===== src/rtl/dac_feeder_pkg.sv =====
// rtl/dac_feeder_pkg.sv - shared FSM state type and timing constants for the DAC wave feeder
package dac_feeder_pkg;

    typedef enum logic [2:0] {
        ST_IDLE,
        ST_WAIT,
        ST_BURST,
        ST_SETTLE,
        ST_DRAIN
    } feeder_state_e;

    localparam int SETTLE_CYCLES = 3;
    localparam int PIPE_DEPTH    = 2;

endpackage


===== src/rtl/wave_addr_gen.sv =====
// rtl/wave_addr_gen.sv - waveform address generator with pass wrap and last-sample detection
module wave_addr_gen #(
    parameter int ADDR_W = 10
) (
    input  logic              clk,
    input  logic              rst,
    input  logic              load,
    input  logic              step,
    input  logic [ADDR_W-1:0] base_in,
    input  logic [ADDR_W-1:0] length_in,
    input  logic [7:0]        loop_in,
    output logic [ADDR_W-1:0] addr,
    output logic              pass_end,
    output logic              last
);

    logic [ADDR_W-1:0] base_q, base_d;
    logic [ADDR_W-1:0] len_q, len_d;
    logic [ADDR_W-1:0] idx_q, idx_d;
    logic [7:0]        passes_q, passes_d;
    logic              inf_q, inf_d;

    assign addr     = base_q + idx_q;
    assign pass_end = (idx_q == len_q - ADDR_W'(1));
    assign last     = pass_end && !inf_q && (passes_q == 8'd1);

    // Load a new waveform on start; advance the index per read, wrapping at the end of each pass.
    always_comb begin
        base_d   = base_q;
        len_d    = len_q;
        idx_d    = idx_q;
        passes_d = passes_q;
        inf_d    = inf_q;
        if (load) begin
            base_d   = base_in;
            len_d    = length_in;
            idx_d    = '0;
            passes_d = loop_in;
            inf_d    = (loop_in == 8'd0);
        end else if (step) begin
            if (pass_end) begin
                idx_d = '0;
                if (!inf_q) begin
                    passes_d = passes_q - 8'd1;
                end
            end else begin
                idx_d = idx_q + ADDR_W'(1);
            end
        end
    end

    // State registers.
    always_ff @(posedge clk) begin
        if (rst) begin
            base_q   <= '0;
            len_q    <= '0;
            idx_q    <= '0;
            passes_q <= '0;
            inf_q    <= 1'b0;
        end else begin
            base_q   <= base_d;
            len_q    <= len_d;
            idx_q    <= idx_d;
            passes_q <= passes_d;
            inf_q    <= inf_d;
        end
    end

endmodule


===== src/rtl/dac_wave_feeder.sv =====
// rtl/dac_wave_feeder.sv - bursts waveform samples from sample RAM into the DAC input FIFO
module dac_wave_feeder #(
    parameter int ADDR_W  = 10,
    parameter int DW      = 10,
    parameter int BURST_W = 5
) (
    input  logic               clk,
    input  logic               rst,
    input  logic               start,
    input  logic               stop,
    input  logic [ADDR_W-1:0]  base_addr,
    input  logic [ADDR_W-1:0]  length,
    input  logic [7:0]         loop_count,
    input  logic [BURST_W-1:0] burst_len,
    input  logic               fmt_signed,
    output logic               mem_rd,
    output logic [ADDR_W-1:0]  mem_addr,
    input  logic [DW-1:0]      mem_rdata,
    input  logic               dac_low,
    input  logic               dac_empty,
    output logic               dac_wr,
    output logic [DW-1:0]      dac_data,
    output logic               busy,
    output logic               done,
    output logic               underrun
);

    import dac_feeder_pkg::*;

    feeder_state_e        state_q, state_d;
    logic [BURST_W-1:0]   burst_q, burst_d;
    logic [BURST_W-1:0]   bcnt_q, bcnt_d;
    logic [1:0]           scnt_q, scnt_d;
    logic [PIPE_DEPTH-1:0] vld_q, vld_d;
    logic [DW-1:0]        data_q, data_d;
    logic                 busy_q, busy_d;
    logic                 done_q, done_d;
    logic                 underrun_q, underrun_d;
    logic                 wrote_q, wrote_d;
    logic                 gen_load, gen_step, gen_last;
    logic                 gen_pass_end;

    wave_addr_gen #(.ADDR_W(ADDR_W)) u_addr_gen (
        .clk       (clk),
        .rst       (rst),
        .load      (gen_load),
        .step      (gen_step),
        .base_in   (base_addr),
        .length_in (length),
        .loop_in   (loop_count),
        .addr      (mem_addr),
        .pass_end  (gen_pass_end),
        .last      (gen_last)
    );

    assign mem_rd   = (state_q == ST_BURST);
    assign dac_wr   = vld_q[PIPE_DEPTH-1];
    assign dac_data = data_q;
    assign busy     = busy_q;
    assign done     = done_q;
    assign underrun = underrun_q;

    // Playback FSM, read pipeline, sample format conversion and underrun tracking.
    always_comb begin
        state_d    = state_q;
        burst_d    = burst_q;
        bcnt_d     = bcnt_q;
        scnt_d     = scnt_q;
        busy_d     = busy_q;
        done_d     = 1'b0;
        underrun_d = underrun_q;
        wrote_d    = wrote_q | dac_wr;
        gen_load   = 1'b0;
        gen_step   = 1'b0;
        vld_d      = {vld_q[PIPE_DEPTH-2:0], mem_rd};
        data_d     = data_q;
        if (vld_q[0]) begin
            data_d = fmt_signed ? {~mem_rdata[DW-1], mem_rdata[DW-2:0]} : mem_rdata;
        end

        case (state_q)
            ST_IDLE: begin
                if (start && !stop && (length != '0)) begin
                    state_d    = ST_WAIT;
                    gen_load   = 1'b1;
                    burst_d    = (burst_len == '0) ? BURST_W'(1) : burst_len;
                    busy_d     = 1'b1;
                    underrun_d = 1'b0;
                    wrote_d    = 1'b0;
                end
            end
            ST_WAIT: begin
                bcnt_d = '0;
                if (stop) begin
                    state_d = ST_DRAIN;
                end else if (dac_low) begin
                    state_d = ST_BURST;
                end
            end
            ST_BURST: begin
                gen_step = 1'b1;
                bcnt_d   = bcnt_q + BURST_W'(1);
                if (stop || gen_last) begin
                    state_d = ST_DRAIN;
                end else if (bcnt_q == burst_q - BURST_W'(1)) begin
                    state_d = ST_SETTLE;
                    scnt_d  = '0;
                end
            end
            ST_SETTLE: begin
                scnt_d = scnt_q + 2'd1;
                if (stop) begin
                    state_d = ST_DRAIN;
                end else if (scnt_q == 2'(SETTLE_CYCLES - 1)) begin
                    state_d = ST_WAIT;
                end
            end
            ST_DRAIN: begin
                if (!vld_q[0]) begin
                    state_d = ST_IDLE;
                    done_d  = 1'b1;
                    busy_d  = 1'b0;
                end
            end
            default: state_d = ST_IDLE;
        endcase

        if ((state_q == ST_WAIT || state_q == ST_BURST || state_q == ST_SETTLE)
            && dac_empty && wrote_q) begin
            underrun_d = 1'b1;
        end
    end

    // State and output registers; reset drops any in-flight samples.
    always_ff @(posedge clk) begin
        if (rst) begin
            state_q    <= ST_IDLE;
            burst_q    <= '0;
            bcnt_q     <= '0;
            scnt_q     <= '0;
            vld_q      <= '0;
            data_q     <= '0;
            busy_q     <= 1'b0;
            done_q     <= 1'b0;
            underrun_q <= 1'b0;
            wrote_q    <= 1'b0;
        end else begin
            state_q    <= state_d;
            burst_q    <= burst_d;
            bcnt_q     <= bcnt_d;
            scnt_q     <= scnt_d;
            vld_q      <= vld_d;
            data_q     <= data_d;
            busy_q     <= busy_d;
            done_q     <= done_d;
            underrun_q <= underrun_d;
            wrote_q    <= wrote_d;
        end
    end

endmodule


===== config.mk =====
export PLATFORM = sky130hd
export DESIGN_NAME = dac_wave_feeder
export DESIGN_NICKNAME = d
export VERILOG_FILES = /design/src/rtl/dac_feeder_pkg.sv /design/src/rtl/wave_addr_gen.sv /design/src/rtl/dac_wave_feeder.sv
export SDC_FILE = /design/constraint.sdc
export NUM_CORES = 1
export LEC_CHECK = 0
export CAP_MARGIN = 20
export CELL_PAD_IN_SITES_DETAIL_PLACEMENT = 1
export CELL_PAD_IN_SITES_GLOBAL_PLACEMENT = 1
export CORE_UTILIZATION = 36
export CTS_CLUSTER_DIAMETER = 200
export DETAILED_ROUTE_END_ITERATION = 12
export PLACE_DENSITY_LB_ADDON = 0.1
export SLEW_MARGIN = 10
export SYNTH_ARGS = -nofsm -noshare
export SYNTH_HDL_FRONTEND = slang
export SYNTH_HIERARCHICAL = 1
export SYNTH_SLANG_ARGS = --single-unit

===== constraint.sdc =====
create_clock -name clk -period 2.5 [get_ports clk]
set_input_delay 0.25 -clock clk [delete_from_list [all_inputs] [get_ports clk]]
set_output_delay 0.25 -clock clk [all_outputs]
set_load 0.05 [all_outputs]

* Word-level counts from Yosys, hierarchy flattened *
Index checks and enable logic that the tools add are counted.

storage, ports and cells
  flip-flop bits (word level) = 70
  output and inout bits = 25
  logic and storage cells = 103

operators by class
  add/sub/neg operators = 7
  equality and inequality tests = 16
  mux-type cells = 32
  bitwise operators = 3
  reduce and logical (&&, ||, !) cells = 30

operators by type and width
  operator                                                                count
  8-bit two-way mux                                                       4
  3-bit two-way mux                                                       8
  10-bit two-way mux                                                      2
  3-bit one-hot mux with 5 select lines                                   1
  2-bit nonzero test                                                      7
  1-bit two-way mux                                                       11
  10-bit by 1-bit adder with 10-bit output (second input constant)        1
  10-bit adder                                                            1
  10-bit equality test                                                    1
  5-bit one-hot mux with 2 select lines                                   1
  10-bit nonzero test                                                     1
  10-bit by 1-bit subtractor with 10-bit output (second input constant)   1
  3-bit AND reduction                                                     3
  8-bit by 1-bit equality test with 1-bit output (second input constant)  1
  8-bit logical NOT                                                       1
  2-bit inequality test (second input constant)                           4
  8-bit by 1-bit subtractor with 8-bit output (second input constant)     1
  3-bit by 2-bit equality test with 1-bit output (second input constant)  2
  1-bit logical AND                                                       6
  3-bit inequality test (second input constant)                           2
  5-bit by 1-bit adder with 5-bit output (second input constant)          1
  5-bit equality test                                                     1
  5-bit logical NOT                                                       1
  5-bit two-way mux                                                       1
  18 further kinds                                                        25

* Depth between registers and ports, before layout *
  depth after elaboration = 7
  mapped depth = 13

* Modules after synthesis *
The synthesis kept the hierarchy.

by module, submodules not included
  module           instances  cells each  area an instance (sq um)
  wave_addr_gen    1          292         2529.9
  dac_wave_feeder  1          163         1500.2

* Worst setup path before layout *
No wires, ideal clock.

  path kind = register to output
  start point = reg u_addr_gen.idx_q[0]
  end point = out mem_addr[8]
  arrival = 2537 ps
  required time = 2250 ps
  setup slack = -287 ps
  cell stages (with the launch flop) = 11
  path buffers = 0
  cell sequence = dfxtp_1 > ha_1 > inv_1 > fa_1 > inv_1 > a21oi_1 > o21bai_1 > a21o_1 > a21oi_1 > o21ai_0 > xor2_1

between the ends
  word-level cells in the longest chain between the ends = 1

ends and longest elaborated chain
  item                      line                   text
  start: declaration        wave_addr_gen.sv:19    logic [ADDR_W-1:0] idx_q, idx_d;
  start signal: assignment  wave_addr_gen.sv:63    idx_q <= idx_d;
  10-bit adder              wave_addr_gen.sv:23    assign addr = base_q + idx_q;
  end: declaration          dac_wave_feeder.sv:17  output logic [ADDR_W-1:0] mem_addr,

No other way between the ends.

* Worst setup path after layout *
  start point = reg u_addr_gen.base_q[1]
  end point = out mem_addr[9]

between the ends
  word-level cells in the longest chain between the ends = 1

ends and longest elaborated chain
  item                      line                 text
  start: declaration        wave_addr_gen.sv:17  logic [ADDR_W-1:0] base_q, base_d;
  start signal: assignment  wave_addr_gen.sv:61  base_q <= base_d;
  10-bit adder              wave_addr_gen.sv:23

No other way between the ends.

==> impl_metrics.json <==
{
  "status": "finished, violations left",
  "violations": "setup timing",
  "setup_viol": 3,
  "required_ns": 2.25,
  "fmaxAchievable_mhz": 373,
  "cp_num_buf_inv": 2,
  "placedCellCount": 688,
  "rows": 38,
  "p_leak_nw": 2.17,
  "min-delay-start": "rst",
  "whs_path_depth": 4,
  "synth.largest_area_cell": "dfxtp_1",
  "synth.net_count": 522,
  "antenna_found_initial": 0,
  "grt_pass1_wl_um": 18000,
  "numPortBuffers": 74,
  "r2r_start": "u_addr_gen/len_q[0]",
  "synth_most_common_cell": "dfxtp_1",
  "cts_buffer_depth": 2,
  "cts_tree": "done",
  "route.detailed.wl_per_inst_um": 15.6,
  "crit_top_cell": "a21oi_2",
  "place.gp.congestion": 0.754,
  "dp_hpwl_um": 8160,
  "start_util": 0.370,
  "worst_pin_slew_ns": 0.711,
  "first_pass_iters": 4,
  "viasPerCell": 5.15,
  "final-max-slew-violation-count": 0,
  "fin_crit_sh": 1.07,
  "powerDensity_mw_per_mm2": 588,
  "hold-path-endpoint": "u_addr_gen/idx_q[1]",
  "drive_above_1_share": 0.230,
  "dieHeight_um": 108,
  "maxCapViolCount": 0,
  "fin_cells": 709,
  "cp-end-kind": "output pin",
  "synth_simple_gate_area_frac": 0.238,
  "ys_seq_area_frac": 0.348,
  "grt_pass1_vias": 3730,
  "ys_ff_latch": 70,
  "yosys_most_used_dff": "dfxtp_1",
  "critPathMaxFanout": 2,
  "cp_top_family": "compound AO/OA/AOI/OAI gates",
  "synth_compound_area_frac": 0.143,
  "antennaDiodeCount": 0,
  "timing.rr.end": "state_q[2]",
  "grt_util_all_layers": 0.200,
  "antenna_left": 0,
  "cts_sinks": 70,
  "root_buffer": "clkbuf_8",
  "crit_type": "flip-flop to output pin",
  "crit_path_top_delay_cell": "dfxtp_2",
  "yosys-top-cells-count": "dfxtp_1 (70), nor2_1 (67), mux2i_1 (38)",
  "cp-start-kind": "flip-flop",
  "finish.instance_area_mm2": 0.00560,
  "yosys-mux-area-fraction": 0.0972,
  "cts_made_buffers": 9,
  "synth_top_family_by_area": "simple AND/OR/NAND/NOR gates",
  "synth_area_mm2": 0.00403,
  "insertion_delay_ns": 0.36,
  "ys_warn_count": 6,
  "gr-total-overflow": 0,
  "skew_ns": 0.00886,
  "fillers": 1258,
  "clk_pin_slew_ns": 0.07,
  "synth_edf_count": 0,
  "synthXorXnorAreaFrac": 0.0761,
  "rrSetupSlack_ns": 0.16,
  "slew_headroom": 0.526,
  "whs_ns": 0.357,
  "gr-usage-met1": 0.253,
  "r2r_cells": 13,
  "grt_use_met2": 0.340,
  "rsz0062_at_grt": "yes",
  "wirelength_um": 11100,
  "slowest_delay_ns": 0.34,
  "synthArstFlopShare": 0,
  "layout_setup_ws_ns": -0.181,
  "num_vias": 3651,
  "ir_drop_mv": 0.273,
  "syn_inst": 455,
  "io_pins": 75,
  "syn_to_final_growth_pct": 39.1,
  "hold_path.class": "input port to flip-flop",
  "crit_arrival_ns": 2.43,
  "finalSetupTns_ns": -0.378,
  "totalPowerFinal_mw": 3.29,
  "dieArea_mm2": 0.0116,
  "final_hold_viol_count": 0,
  "drt_first_iter_violations": 74,
  "ys_types": 76,
  "place_ws_ns": -0.0943,
  "die_w_um": 108,
  "nets": 631,
  "synthAdderAreaFrac": 0.0546,
  "grt.met3_usage": 0.0321,
  "placed_cell_area_mm2": 0.00525,
  "drc": 0,
  "busiest_layer": "met2",
  "synth.avg_cell_area_um2": 8.86,
  "yosys-top-cells-area": "dfxtp_1 (35%), mux2i_1 (9.4%), nor2_1 (6.2%)",
  "htree_levels": 3,
  "grt_max_degree": 66,
  "fin_util": 0.515,
  "core_area_mm2": 0.0109,
  "path_cells": "ha_4 -> a21o_1 -> a21oi_2 -> o21bai_2 -> a2111oi_2 -> buf_4 -> o31ai_2 -> a21oi_2 -> xnor2_2 -> buf_12",
  "layout_min_cycle_time_ns": 2.68,
  "synth_top_cell_area_share": 0.348
}
-- kinds of logic (layout without fill, tap and decap cells) --
family / Yosys count / count (layout)
flops: 70 / 70
fa+ha+maj: 17 / 17
mux: 39 / 39
simple gates: 178 / 178
compound gates: 74 / 74
buf+inv: 42 / 156
xor+xnor: 35 / 35
-- power by group --
part / switching, mW / internal, mW / leakage [nW] / total, mW
clock: 0.466 / 0.356 / 0.0820 / 0.822
sequential: 0.0807 / 1.20 / 0.570 / 1.28
combinational: 0.638 / 0.550 / 1.51 / 1.19
total: 1.18 / 2.11 / 2.17 / 3.29
-- how the worst max path moves through the flow --
stage               cells after the start                  from     endpoint
CTS                                    12   u_addr_gen/idx_q[0]  mem_addr[8]
detailed placement                     10  u_addr_gen/base_q[1]  mem_addr[9]
global placement                       10  u_addr_gen/base_q[1]  mem_addr[9]
floorplan                              10   u_addr_gen/idx_q[0]  mem_addr[8]
global route                           10   u_addr_gen/idx_q[1]  mem_addr[9]
finish                                 10  u_addr_gen/base_q[1]  mem_addr[9]
-- tightest hold or removal path, cell delays in order --
cell,delay [ns]
buf_2,0.11
or2_2,0.13
buf_4,0.14
a21oi_1,0.04
-- registers in the layout, summed over array words and instances, names as in the netlist --
signal	count
u_addr_gen/len_q	10
dac_data	10
wrote_q	1
done	1
vld_q	2
u_addr_gen/base_q	10
underrun	1
state_q	3
scnt_q	2
u_addr_gen/inf_q	1
busy	1
burst_q	5
bcnt_q	5
u_addr_gen/passes_q	8
u_addr_gen/idx_q	10
-- layout make-up --
class	instances	area (um^2)	area share
clock buffers	10	128	0.0228
clock inverters	6	38.8	0.00692
multi-input cells	343	2630	0.469
inverters	22	82.6	0.0147
flip-flops and latches	70	1410	0.251
well taps	140	175	0.0313
repair buffers	118	1150	0.205
-- what timing repair did --
item | 4_1_cts | 5_1_grt
pin swaps | 13 | 7
buffers inserted | 2 | 3
hold endpoints to repair | 0 | 0
gates resized for setup | 23 | 12
hold buffers | 0 | 0
endpoints found under the setup margin | 9 | 10
-- cells in the final DEF (no fill, tap or decap), types with 9 or more instances in the layout --
| cell | n |
|---|---|
| inv_1 | 20 |
| buf_4 | 44 |
| nor2_1 | 66 |
| nand2_1 | 23 |
| xnor2_1 | 23 |
| a21oi_1 | 18 |
| ha_1 | 13 |
| dfxtp_1 | 66 |
| clkdlybuf4s50_1 | 64 |
| nand4_1 | 9 |
| mux2i_1 | 38 |
| nor3_1 | 10 |
| clkbuf_8 | 9 |
-- layer usage --
layer / wire (um) / vias to the layer above
met5: 0 / -
li1: - / 1819
met3: 310 / 14
met1: 5090 / 1772
met2: 5520 / 46
met4: 163 / 0
Power figures use the tool's default switching activity.
